[src/rtl/pick_drop_controller.sv]
// Pick/drop controller: decodes E/Q actions against the facing tile and
// tracks onions, one plate and a cooking pot for the sprite drawers.
module pick_drop_controller #(
  parameter int NUM_ONIONS  = 4,
  parameter int COORD_W     = 10,
  parameter int DEBOUNCE    = 3,
  parameter int CHOP_HITS   = 5,
  parameter int POT_CAP     = 3,
  parameter int COOK_FRAMES = 120,
  parameter int HOLD_OFF    = 20,
  parameter int SCORE_W     = 4
) (
  input  logic                          frame_clk,
  input  logic                          Reset,
  input  logic [7:0]                    keycode,
  input  logic                          wallFlag,
  input  logic [COORD_W-1:0]            penguinX,
  input  logic [COORD_W-1:0]            penguinY,
  input  logic [COORD_W-1:0]            nearestCounterX,
  input  logic [COORD_W-1:0]            nearestCounterY,
  input  logic [3:0]                    tileType,
  input  logic [1:0]                    cellKind,
  input  logic [2:0]                    cellOnionId,
  output logic                          cellWrEn,
  output logic [1:0]                    cellWrKind,
  output logic [2:0]                    cellWrId,
  output logic [1:0]                    heldKind,
  output logic [2:0]                    heldId,
  output logic [NUM_ONIONS*COORD_W-1:0] onionX,
  output logic [NUM_ONIONS*COORD_W-1:0] onionY,
  output logic [NUM_ONIONS*2-1:0]       onionState,
  output logic [2:0]                    chopCount,
  output logic [COORD_W-1:0]            plateX,
  output logic [COORD_W-1:0]            plateY,
  output logic                          plateState,
  output logic [2:0]                    potCount,
  output logic [1:0]                    potState,
  output logic [SCORE_W-1:0]            score
);

  localparam int RW = $clog2(DEBOUNCE + 1);
  localparam int TW = $clog2(COOK_FRAMES + 1);
  localparam logic [1:0] O_OFF  = 2'd0;
  localparam logic [1:0] O_RAW  = 2'd1;
  localparam logic [1:0] O_CHOP = 2'd2;

  typedef enum logic [1:0] {
    H_NONE  = 2'd0,
    H_PLATE = 2'd2,
    H_ONION = 2'd3
  } held_e;

  typedef enum logic [1:0] {
    POT_FILL  = 2'd0,
    POT_COOK  = 2'd1,
    POT_READY = 2'd2
  } pot_e;

  held_e               r_held;
  pot_e                r_pot;
  logic [RW-1:0]       r_rel;
  logic [TW-1:0]       r_timer;
  logic [2:0]          r_last;
  logic [COORD_W-1:0]  r_ox [8];
  logic [COORD_W-1:0]  r_oy [8];
  logic [1:0]          r_os [8];

  logic                w_isE;
  logic                w_isQ;
  logic                w_ready;
  logic                w_fire;
  logic                w_cid_ok;
  logic                w_free_ok;
  logic [2:0]          w_free_id;
  logic [2:0]          w_chop_base;
  logic [COORD_W-1:0]  w_hx;
  logic [COORD_W-1:0]  w_hy;

  assign w_isE       = keycode == 8'h08;
  assign w_isQ       = keycode == 8'h14;
  assign w_ready     = r_rel >= RW'(DEBOUNCE);
  assign w_fire      = (w_isE || w_isQ) && w_ready;
  assign w_cid_ok    = 32'(cellOnionId) < NUM_ONIONS;
  assign w_chop_base = (cellOnionId != r_last) ? 3'd0 : chopCount;
  assign w_hx        = penguinX + COORD_W'(HOLD_OFF);
  assign w_hy        = penguinY + COORD_W'(HOLD_OFF);
  assign heldKind    = r_held;
  assign potState    = r_pot;

  for (genvar g = 0; g < NUM_ONIONS; g++) begin : g_out
    assign onionX[g*COORD_W +: COORD_W] = r_ox[g];
    assign onionY[g*COORD_W +: COORD_W] = r_oy[g];
    assign onionState[g*2 +: 2]         = r_os[g];
  end

  // lowest-numbered inactive onion is the next one a crate hands out
  always_comb begin
    w_free_ok = 1'b0;
    w_free_id = '0;
    for (int i = NUM_ONIONS - 1; i >= 0; i--) begin
      if (r_os[i] == O_OFF) begin
        w_free_ok = 1'b1;
        w_free_id = 3'(i);
      end
    end
  end

  always_ff @(posedge frame_clk or negedge Reset) begin
    if (!Reset) begin
      r_held     <= H_NONE;
      r_pot      <= POT_FILL;
      r_rel      <= RW'(DEBOUNCE);
      r_timer    <= '0;
      r_last     <= '0;
      for (int i = 0; i < 8; i++) begin
        r_ox[i] <= '0;
        r_oy[i] <= '0;
        r_os[i] <= O_OFF;
      end
      cellWrEn   <= 1'b0;
      cellWrKind <= '0;
      cellWrId   <= '0;
      heldId     <= '0;
      chopCount  <= '0;
      plateX     <= COORD_W'(220);
      plateY     <= COORD_W'(220);
      plateState <= 1'b0;
      potCount   <= '0;
      score      <= '0;
    end else begin
      cellWrEn <= 1'b0;
      r_last   <= cellOnionId;
      if (cellOnionId != r_last) chopCount <= '0;

      if (w_fire) r_rel <= '0;
      else if (!w_isE && !w_isQ && !w_ready) r_rel <= r_rel + 1'b1;

      if (r_pot == POT_COOK) begin
        r_timer <= r_timer - 1'b1;
        if (r_timer == TW'(1)) r_pot <= POT_READY;
      end

      // held sprite follows the penguin; action branches below override
      unique case (r_held)
        H_ONION: begin
          r_ox[heldId] <= w_hx;
          r_oy[heldId] <= w_hy;
        end
        H_PLATE: begin
          plateX <= w_hx;
          plateY <= w_hy;
        end
        default: ;
      endcase

      if (w_fire && w_isQ && tileType == 4'd0 && cellKind == 2'd3 &&
          w_cid_ok && r_os[cellOnionId] == O_RAW) begin
        if (w_chop_base == 3'(CHOP_HITS - 1)) begin
          r_os[cellOnionId] <= O_CHOP;
          chopCount         <= '0;
        end else begin
          chopCount <= w_chop_base + 3'd1;
        end
      end

      if (w_fire && w_isE && wallFlag) begin
        unique case (r_held)
          H_NONE: begin
            if (cellKind == 2'd2) begin
              r_held     <= H_PLATE;
              plateX     <= w_hx;
              plateY     <= w_hy;
              cellWrEn   <= 1'b1;
              cellWrKind <= 2'd0;
              cellWrId   <= '0;
            end else if (cellKind == 2'd3) begin
              r_held            <= H_ONION;
              heldId            <= cellOnionId;
              r_ox[cellOnionId] <= w_hx;
              r_oy[cellOnionId] <= w_hy;
              chopCount         <= '0;
              cellWrEn          <= 1'b1;
              cellWrKind        <= 2'd0;
              cellWrId          <= '0;
            end else if (tileType == 4'd2 && w_free_ok) begin
              r_os[w_free_id] <= O_RAW;
              r_ox[w_free_id] <= w_hx;
              r_oy[w_free_id] <= w_hy;
              r_held          <= H_ONION;
              heldId          <= w_free_id;
            end
          end
          H_ONION: begin
            if ((tileType == 4'd0 || tileType == 4'd1) && cellKind == 2'd0) begin
              r_ox[heldId] <= nearestCounterX;
              r_oy[heldId] <= nearestCounterY;
              r_held       <= H_NONE;
              cellWrEn     <= 1'b1;
              cellWrKind   <= 2'd3;
              cellWrId     <= heldId;
            end else if (tileType == 4'd6) begin
              r_os[heldId] <= O_OFF;
              r_ox[heldId] <= r_ox[heldId];
              r_oy[heldId] <= r_oy[heldId];
              r_held       <= H_NONE;
            end else if (tileType == 4'd3 && r_os[heldId] == O_CHOP &&
                         r_pot == POT_FILL && potCount < 3'(POT_CAP)) begin
              r_os[heldId] <= O_OFF;
              r_ox[heldId] <= r_ox[heldId];
              r_oy[heldId] <= r_oy[heldId];
              r_held       <= H_NONE;
              potCount     <= potCount + 3'd1;
              if (potCount == 3'(POT_CAP - 1)) begin
                r_pot   <= POT_COOK;
                r_timer <= TW'(COOK_FRAMES);
              end
            end
          end
          H_PLATE: begin
            if (tileType == 4'd1 && cellKind == 2'd0) begin
              plateX     <= nearestCounterX;
              plateY     <= nearestCounterY;
              r_held     <= H_NONE;
              cellWrEn   <= 1'b1;
              cellWrKind <= 2'd2;
              cellWrId   <= '0;
            end else if (tileType == 4'd3 && r_pot == POT_READY && !plateState) begin
              plateState <= 1'b1;
              potCount   <= '0;
              r_pot      <= POT_FILL;
            end else if (tileType == 4'd8) begin
              if (plateState && score != '1) score <= score + 1'b1;
              plateX     <= COORD_W'(20);
              plateY     <= COORD_W'(260);
              plateState <= 1'b0;
              r_held     <= H_NONE;
              cellWrEn   <= 1'b1;
              cellWrKind <= 2'd2;
              cellWrId   <= '0;
            end
          end
          default: ;
        endcase
      end
    end
  end

endmodule

[config.mk]
export PLATFORM = sky130hd
export DESIGN_NAME = pick_drop_controller
export DESIGN_NICKNAME = d
export VERILOG_FILES = /design/src/rtl/pick_drop_controller.sv
export SDC_FILE = /design/constraint.sdc
export NUM_CORES = 1
export LEC_CHECK = 0
export CAP_MARGIN = 20
export CORE_MARGIN = 2
export CORE_UTILIZATION = 25
export CTS_CLUSTER_SIZE = 12
export DETAILED_ROUTE_END_ITERATION = 16
export PLACE_DENSITY = 0.45
export SETUP_SLACK_MARGIN = 0.4
export SLEW_MARGIN = 20
export SYNTH_ARGS = -nofsm -noshare
export SYNTH_HDL_FRONTEND = slang
export SYNTH_SLANG_ARGS = --single-unit
[constraint.sdc]
create_clock -name frame_clk -period 2.9 [get_ports frame_clk]
set_input_delay 0.87 -clock frame_clk [delete_from_list [all_inputs] [get_ports frame_clk]]
set_output_delay 0.87 -clock frame_clk [all_outputs]
set_load 0.02 [all_outputs]
==> impl_metrics.py, run 1 <==
metrics = {
    "timing": {
        "finalSetupViolations": 0,
        "fmax_ghz": 0.347,
        "slew_headroom_pct": 42.8,
        "fin_crit_sh_pct": 99.5,
        "fin_worst_hold_slack_ns": 0.264,
        "rsz0062_at_grt": "yes",
        "maxSlewViolCount": 0,
        "final_hold_viol_count": 0,
        "worstMarginPinSlew_ns": 0.857,
        "period_minus_slack_ns": 2.89,
        "skew_ns": 0.0373,
    },
    "layout": {
        "drive_above_1_share_pct": 38.3,
        "fin_util_pct": 41.4,
        "finalNetCount": 3606,
        "area_delta_synth_final_pct": 64.7,
    },
    "logic_synthesis": {
        "synth_seq_area_share_pct": 26.8,
        "synth-async-reset-ratio_pct": 100,
        "synth_seq_cells": 232,
        "synth_fa_ha_area_share_pct": 0.923,
        "muxShareOfSynthArea_pct": 7.33,
        "synthSimpleGateAreaFrac_pct": 19.4,
        "ys_types": 91,
        "synth_common_cells": "297 x a21oi_1, 295 x nor2_1, 251 x nand2_1",
        "synth_nets": 2930,
        "synth_ff_type": "dfrtp_1",
        "syn_area_sq_mm": 0.0217,
        "synth_top_family_by_area": "compound AO/OA/AOI/OAI gates",
        "synth_area_leaders": "dfrtp_1 25%, a21oi_1 6.9%, nor2_1 5.1%",
        "synth_area_per_cell_sq_um": 7.60,
        "synth_enable_flop_cells": 0,
        "synth_area_leader_cell": "dfrtp_1",
        "syn_inst": 2854,
        "yosysTopAreaCellShare_pct": 25.4,
        "yosysMostFrequentCell": "a21oi_1",
        "synth_xor_area_share_pct": 1.25,
        "synth-compound-area-share_pct": 35.2,
        "yosys_warnings": 0,
    },
    "floorplan": {
        "start_util_pct": 25.1,
        "io_pins": 192,
        "core.rowCount": 108,
        "dieArea_sq_mm": 0.0891,
        "fp.dieH_microns": 299,
        "core_area_sq_mm": 0.0863,
        "die_x_microns": 299,
    },
    "global_routing": {
        "gr-total-overflow": 0,
        "grt_pass1_vias": 28316,
        "grt_pass1_wl_mm": 218,
        "track_usage_pct": 33.6,
        "antenna_found_initial": 5,
        "grt_max_degree": 61,
    },
    "power": {
        "switching_share_pct": 30.7,
        "p_comb_share_pct": 16.6,
        "pwr-share-seq_pct": 35.5,
        "clkPwrFrac_pct": 47.9,
        "p_int_mw": 6.69,
        "cellPowerDensity_mw_per_mm2": 270,
        "vdd_drop_max_mv": 0.310,
        "p_leak_nw": 14.1,
        "switching_power_mw": 2.96,
        "p_total_mw": 9.65,
    },
    "clocking": {
        "cts_tree": "done",
        "clk_path_buf_depth": 3,
        "clock_latency_ns": 0.58,
        "root_buffer": "clkbuf_16",
        "cts_hold_buffers": 0,
        "clkTransAtPathRegs_ns": 0.07,
        "cts_num_sinks": 232,
        "cts_inserted_buffers": 36,
        "htreeDepth": 2,
    },
    "drt": {
        "wl_mm": 157,
        "routed_via_density": 6.26,
        "vias": 29539,
        "dr.pass1.iters": 7,
        "drc": 0,
        "drtAntennaViolNets": 0,
        "drt_iter0_drc": 3923,
        "wl_per_cell_microns": 33.3,
    },
    "setup_path": {
        "worstPathRequired_ns": 3.36,
        "worstSetupPathType": "input port to flop",
        "cp_max_fo": 7,
        "cp-endpoint": "onionX[31]$_DFF_PN0_",
        "rrSetupSlack_ns": 0.05,
        "cp-end-kind": "flop",
        "r2r-end": "onionX[31]$_DFF_PN0_",
        "path_cells": "buf_6 > nor2_4 > nand2_2 > nor3_2 > ha_2 > nor4b_4 > buf_4 > buf_6 > nand4_1 > buf_6 > buf_12 > buf_12 > buf_12 > buf_16 > a21oi_4 > buf_6 > o2bb2ai_4 > o2bb2ai_2",
        "cpPeakStageDelay_ns": 0.23,
        "slowest_stage": "a21oi_4",
        "worstPathArrival_ns": 3.34,
        "reg2regPathDepth": 15,
        "cp_common_cell": "buf_6",
        "cp-start-kind": "input port",
        "reg2reg_from": "r_rel[0]$_DFFE_PN1P_",
        "crit_path_start": "keycode[7]",
    },
    "place": {
        "port_buffers": 191,
        "dp_hpwl_mm": 113,
        "gp_congestion": 0.997,
    },
    "worst_hold_path": {
        "hold_class": "input port to asynchronous set/reset pin",
    },
    "status": {
        "status": "complete, no violations",
    },
    "job": {
        "maxCapViolCount": 0,
    },
}
-- per-layer routing --
layer / track usage (%) / vias up / share of wire (%) / wire length, microns
met1: 43.9 / 14655 / 39 / 61900
met5: 0 / - / 0.016 / 25
met2: 50.6 / 2112 / 43 / 67200
li1: - / 12258 / - / -
met3: 7.11 / 510 / 10 / 16300
met4: 20.4 / 4 / 7.2 / 11400
-- power by group through the flow --
stage | sequential [mW] | combinational (mW) | clock [mW]
floorplan | 3.46 | 0.548 | 0
global placement | 3.47 | 1.45 | 0
detailed placement | 3.47 | 1.46 | 0
CTS | 3.42 | 1.51 | 4.67
global route | 3.43 | 1.66 | 4.78
finish | 3.42 | 1.60 | 4.63
-- critical path: cells and delay by family --
family / cells / cell delay [ns]
simple gates: 5 / 0.62
fa+ha+maj: 1 / 0.20
buf+inv: 9 / 1.22
compound gates: 3 / 0.41
-- repair_timing --
item | CTS | global route
gates cloned | 21 | 7
pin swaps | 86 | 154
resized for setup | 302 | 358
setup endpoints to repair | 334 | 341
setup buffers | 61 | 46
-- per-stage QoR --
step           cells  setup WS [ns]  area [sq um]  setup TNS, ns
3_3_place_gp    4512          -1.16         30100        -185.84
3_5_place_dp    4512          -1.21         30100        -171.73
4_1_cts         4656         0.0434         33500              0
5_1_grt         4709        -0.0681         35700         -0.460
2_1_floorplan   2854        -0.0530         22600         -0.940
6_report        4715         0.0141         35700              0
-- how the worst min path moves through the flow --
stage,startpoint,endpoint,slack (ns),cells past startpoint
4_1_cts,Reset,onionY[6]$_DFF_PN0_,0.27,1
3_5_place_dp,r_os[6]$_DFF_PN0_,r_os[6]$_DFF_PN0_,0.48,1
5_1_grt,Reset,onionY[6]$_DFF_PN0_,0.28,1
2_1_floorplan,r_os[5]$_DFF_PN0_,r_os[5]$_DFF_PN0_,0.45,1
3_3_place_gp,r_os[5]$_DFF_PN0_,r_os[5]$_DFF_PN0_,0.47,1
6_report,Reset,onionY[6]$_DFF_PN0_,0.26,1
-- cell usage in the layout (no fill, tap or decap), types with 78 or more instances in the layout --
cell / count
clkdlybuf4s50_1: 173
nor2_1: 249
o21ai_0: 105
nand3_1: 116
mux2i_1: 78
nand2_1: 221
buf_12: 110
a21oi_1: 266
buf_4: 595
dfrtp_1: 216
-- sequential cells by signal (all words and copies together) (netlist names), 3 cells and up --
name and cells:
r_last 3, onionY 40, r_ox 40, potCount 3
r_oy 40, r_timer 7, plateX 10, score 4
onionState 8, onionX 40, heldId 3, chopCount 3
plateY 10, r_os 8, cellWrId 3
-- final cells by class --
cell class                 count  area, sq um
clock buffer                  47         1030
multi-input combinational   2215        16700
inverter                      29          109
timing repair buffer        1016        10500
tap                         1155         1450
fill                        8533        50600
antenna                        6         15.0
clock inverter                15          135
sequential                   232         5830
-- cell families after synthesis --
kind of cell | Yosys count
buffers and inverters | 407
muxes | 136
and+or+nand+nor | 908
adders and majority gates | 16
DFF | 232
AOI/OAI and AO/OA | 1124
xor gates and xnor gates | 31
Power figures use the tool's default switching activity.
==> run 2, diff against run 1 <==
--- a/config.mk
+++ b/config.mk
@@ -10,6 +10,7 @@
 export CORE_UTILIZATION = 25
 export CTS_CLUSTER_SIZE = 12
 export DETAILED_ROUTE_END_ITERATION = 16
+export MAX_ROUTING_LAYER = met4
 export PLACE_DENSITY = 0.45
 export SETUP_SLACK_MARGIN = 0.4
 export SLEW_MARGIN = 20
==> run 2 against run 1 <==
Effect of this change:
- clock skew is 0.011 ns lower
- clock-buffer cell count rose by 5
- hold slack better by 0.045 ns
- final area rose by 3.2%
- combinational power about the same
- sequential power barely moved
- critical endpoint is now onionX[27]$_DFF_PN0_
- largest cell class unchanged
- largest power group unchanged
==> impl_metrics.py, run 2 (synthesis results as in run 1) <==
metrics = {
    "setup_path": {
        "worstPathArrival_ns": 3.34,
        "rrSetupSlack_ns": 0.11,
        "worstPathRequired_ns": 3.36,
        "crit_path_start": "tileType[3]",
        "path_cells": "dlygate4sd2_1 > or4b_1 > buf_4 > or4_4 > a21oi_4 > nor2_4 > mux2i_1 > a221o_1",
        "cp_max_fo": 7,
        "worstSetupPathType": "input port to flop",
        "cpPeakStageDelay_ns": 0.65,
        "slowest_stage": "or4_4",
        "reg2reg_from": "heldId[1]$_DFFE_PN0P_",
        "cp-end-kind": "flop",
        "cp-start-kind": "input port",
    },
    "drt": {
        "routed_via_density": 6.32,
        "drt_iter0_drc": 3991,
        "drtAntennaViolNets": 0,
        "dr.pass1.iters": 6,
        "wl_per_cell_microns": 33.9,
        "vias": 30239,
        "wl_mm": 162,
        "drc": 0,
    },
    "place": {
        "dp_slack_ns": -1.32,
        "dp_cells": 4540,
        "port_buffers": 191,
        "placed_cell_area_sq_mm": 0.0304,
        "gp_congestion": 1.03,
        "dp_hpwl_mm": 115,
    },
    "status": {
        "status": "complete, no violations",
    },
    "floorplan": {
        "core_area_sq_mm": 0.0863,
        "core.rowCount": 108,
        "io_pins": 192,
        "start_util_pct": 25.1,
        "dieArea_sq_mm": 0.0891,
        "die_x_microns": 299,
        "fp.dieH_microns": 299,
    },
    "timing": {
        "worst_slack_ns": 0.0112,
        "final_hold_viol_count": 0,
        "worstMarginPinSlew_ns": 0.888,
        "rsz0062_at_grt": "yes",
        "skew_ns": 0.0265,
        "maxSlewViolCount": 0,
        "slew_headroom_pct": 40.6,
        "finalSetupViolations": 0,
        "period_minus_slack_ns": 2.89,
        "fin_crit_sh_pct": 99.6,
        "fmax_ghz": 0.346,
    },
    "global_routing": {
        "antenna_found_initial": 8,
        "grt_pass1_wl_mm": 224,
        "grt_pass1_vias": 28986,
        "track_usage_pct": 35.8,
        "grt_max_degree": 84,
        "gr-total-overflow": 0,
    },
    "power": {
        "vdd_drop_max_mv": 0.422,
        "p_total_mw": 9.95,
        "p_leak_nw": 14.8,
        "cellPowerDensity_mw_per_mm2": 270,
    },
    "clocking": {
        "clkTransAtPathRegs_ns": 0.06,
        "cts_num_sinks": 232,
        "htreeDepth": 2,
        "clock_latency_ns": 0.59,
        "clk_path_buf_depth": 3,
        "root_buffer": "clkbuf_16",
        "cts_tree": "done",
        "cts_inserted_buffers": 36,
    },
    "layout": {
        "area_delta_synth_final_pct": 70.1,
        "drive_above_1_share_pct": 40.0,
        "layout.area.seq_sq_mm": 0.00584,
        "fin_util_pct": 42.7,
        "multi_input_area_sq_mm": 0.0169,
        "finalNetCount": 3669,
        "final_area_sq_mm": 0.0369,
        "final_common_cell": "buf_4",
        "fillers": 8452,
        "layout.cells.non_filler": 4783,
        "mostFrequentLayoutCells": "631 x buf_4, 273 x a21oi_1, 252 x nor2_1",
    },
    "worst_hold_path": {
        "hold_class": "input port to asynchronous set/reset pin",
    },
    "job": {
        "maxCapViolCount": 0,
    },
}
-- run 2: changes by cell type in the layout (fill, tap and decap cells not counted), sizes merged --
cell / change
diode: +1
clkinvlp: +2
nand2: +1
dlygate4sd2: +1
bufbuf: +7
clkdlybuf4s15: +3
dlymetal6s2s: +24
buf: +53
clkinv: -5
clkdlybuf4s50: -23
bufinv: +2
clkbuf: +2
-- run 2: through the flow --
stage / hold WS (ns) / setup TNS, ns
floorplan: 0.453 / -0.940
global placement: 0.471 / -196.53
detailed placement: 0.471 / -184.04
CTS: 0.325 / 0
global route: 0.339 / -1.71
finish: 0.308 / 0
-- run 2: final cells by class --
type / instances / area share [%]
Clock inverter: 14 / 0.553
Sequential cell: 232 / 15.8
Antenna cell: 7 / 0.0475
Tap cell: 1155 / 3.92
Inverter: 29 / 0.295
Timing Repair Buffer: 1078 / 30.5
Clock buffer: 52 / 2.88
Multi-Input combinational cell: 2216 / 45.9
-- run 2: worst paths after layout --
| kind | to | cells past startpoint |
|---|---|---|
| max in group asynchronous | onionX[38]$_DFF_PN0_ | 2 |
| hold reg to reg | cellWrKind[0]$_DFFE_PN0P_ | 2 |
| min in group frame_clk | cellWrKind[0]$_DFFE_PN0P_ | 2 |
| hold / removal | r_oy[23]$_DFF_PN0_ | 2 |
| setup / recovery | onionX[27]$_DFF_PN0_ | 8 |
| setup reg to reg | onionX[27]$_DFF_PN0_ | 8 |
-- run 2: repair_timing --
item	CTS	global route
endpoints found under the setup margin	342	341
setup buffers	95	40
hold buffers	0	0
hold endpoints to repair	0	0
cloned	29	6
pin swaps	128	172
gates resized for setup	407	331
-- run 2: where the power goes --
part	switching (mW)	internal, mW
logic	0.938	0.694
registers	0.0856	3.34
clock network	1.98	2.92
total	3.00	6.95
-- run 2: per-layer routing --
layer	GRT usage (%)	share of wire, %	routed length [microns]
met2	52.2	43	70200
met1	45.8	40	65200
met4	21.6	7.1	11500
met5	-	0	0
met3	6.78	9.4	15300
-- run 2: worst max-delay path, delay by kind of cell --
family | cells | cell delay [ns]
and+or+nand+nor | 3 | 1.30
muxes | 1 | 0.16
AOI/OAI and AO/OA | 2 | 0.52
buffers and inverters | 2 | 0.47
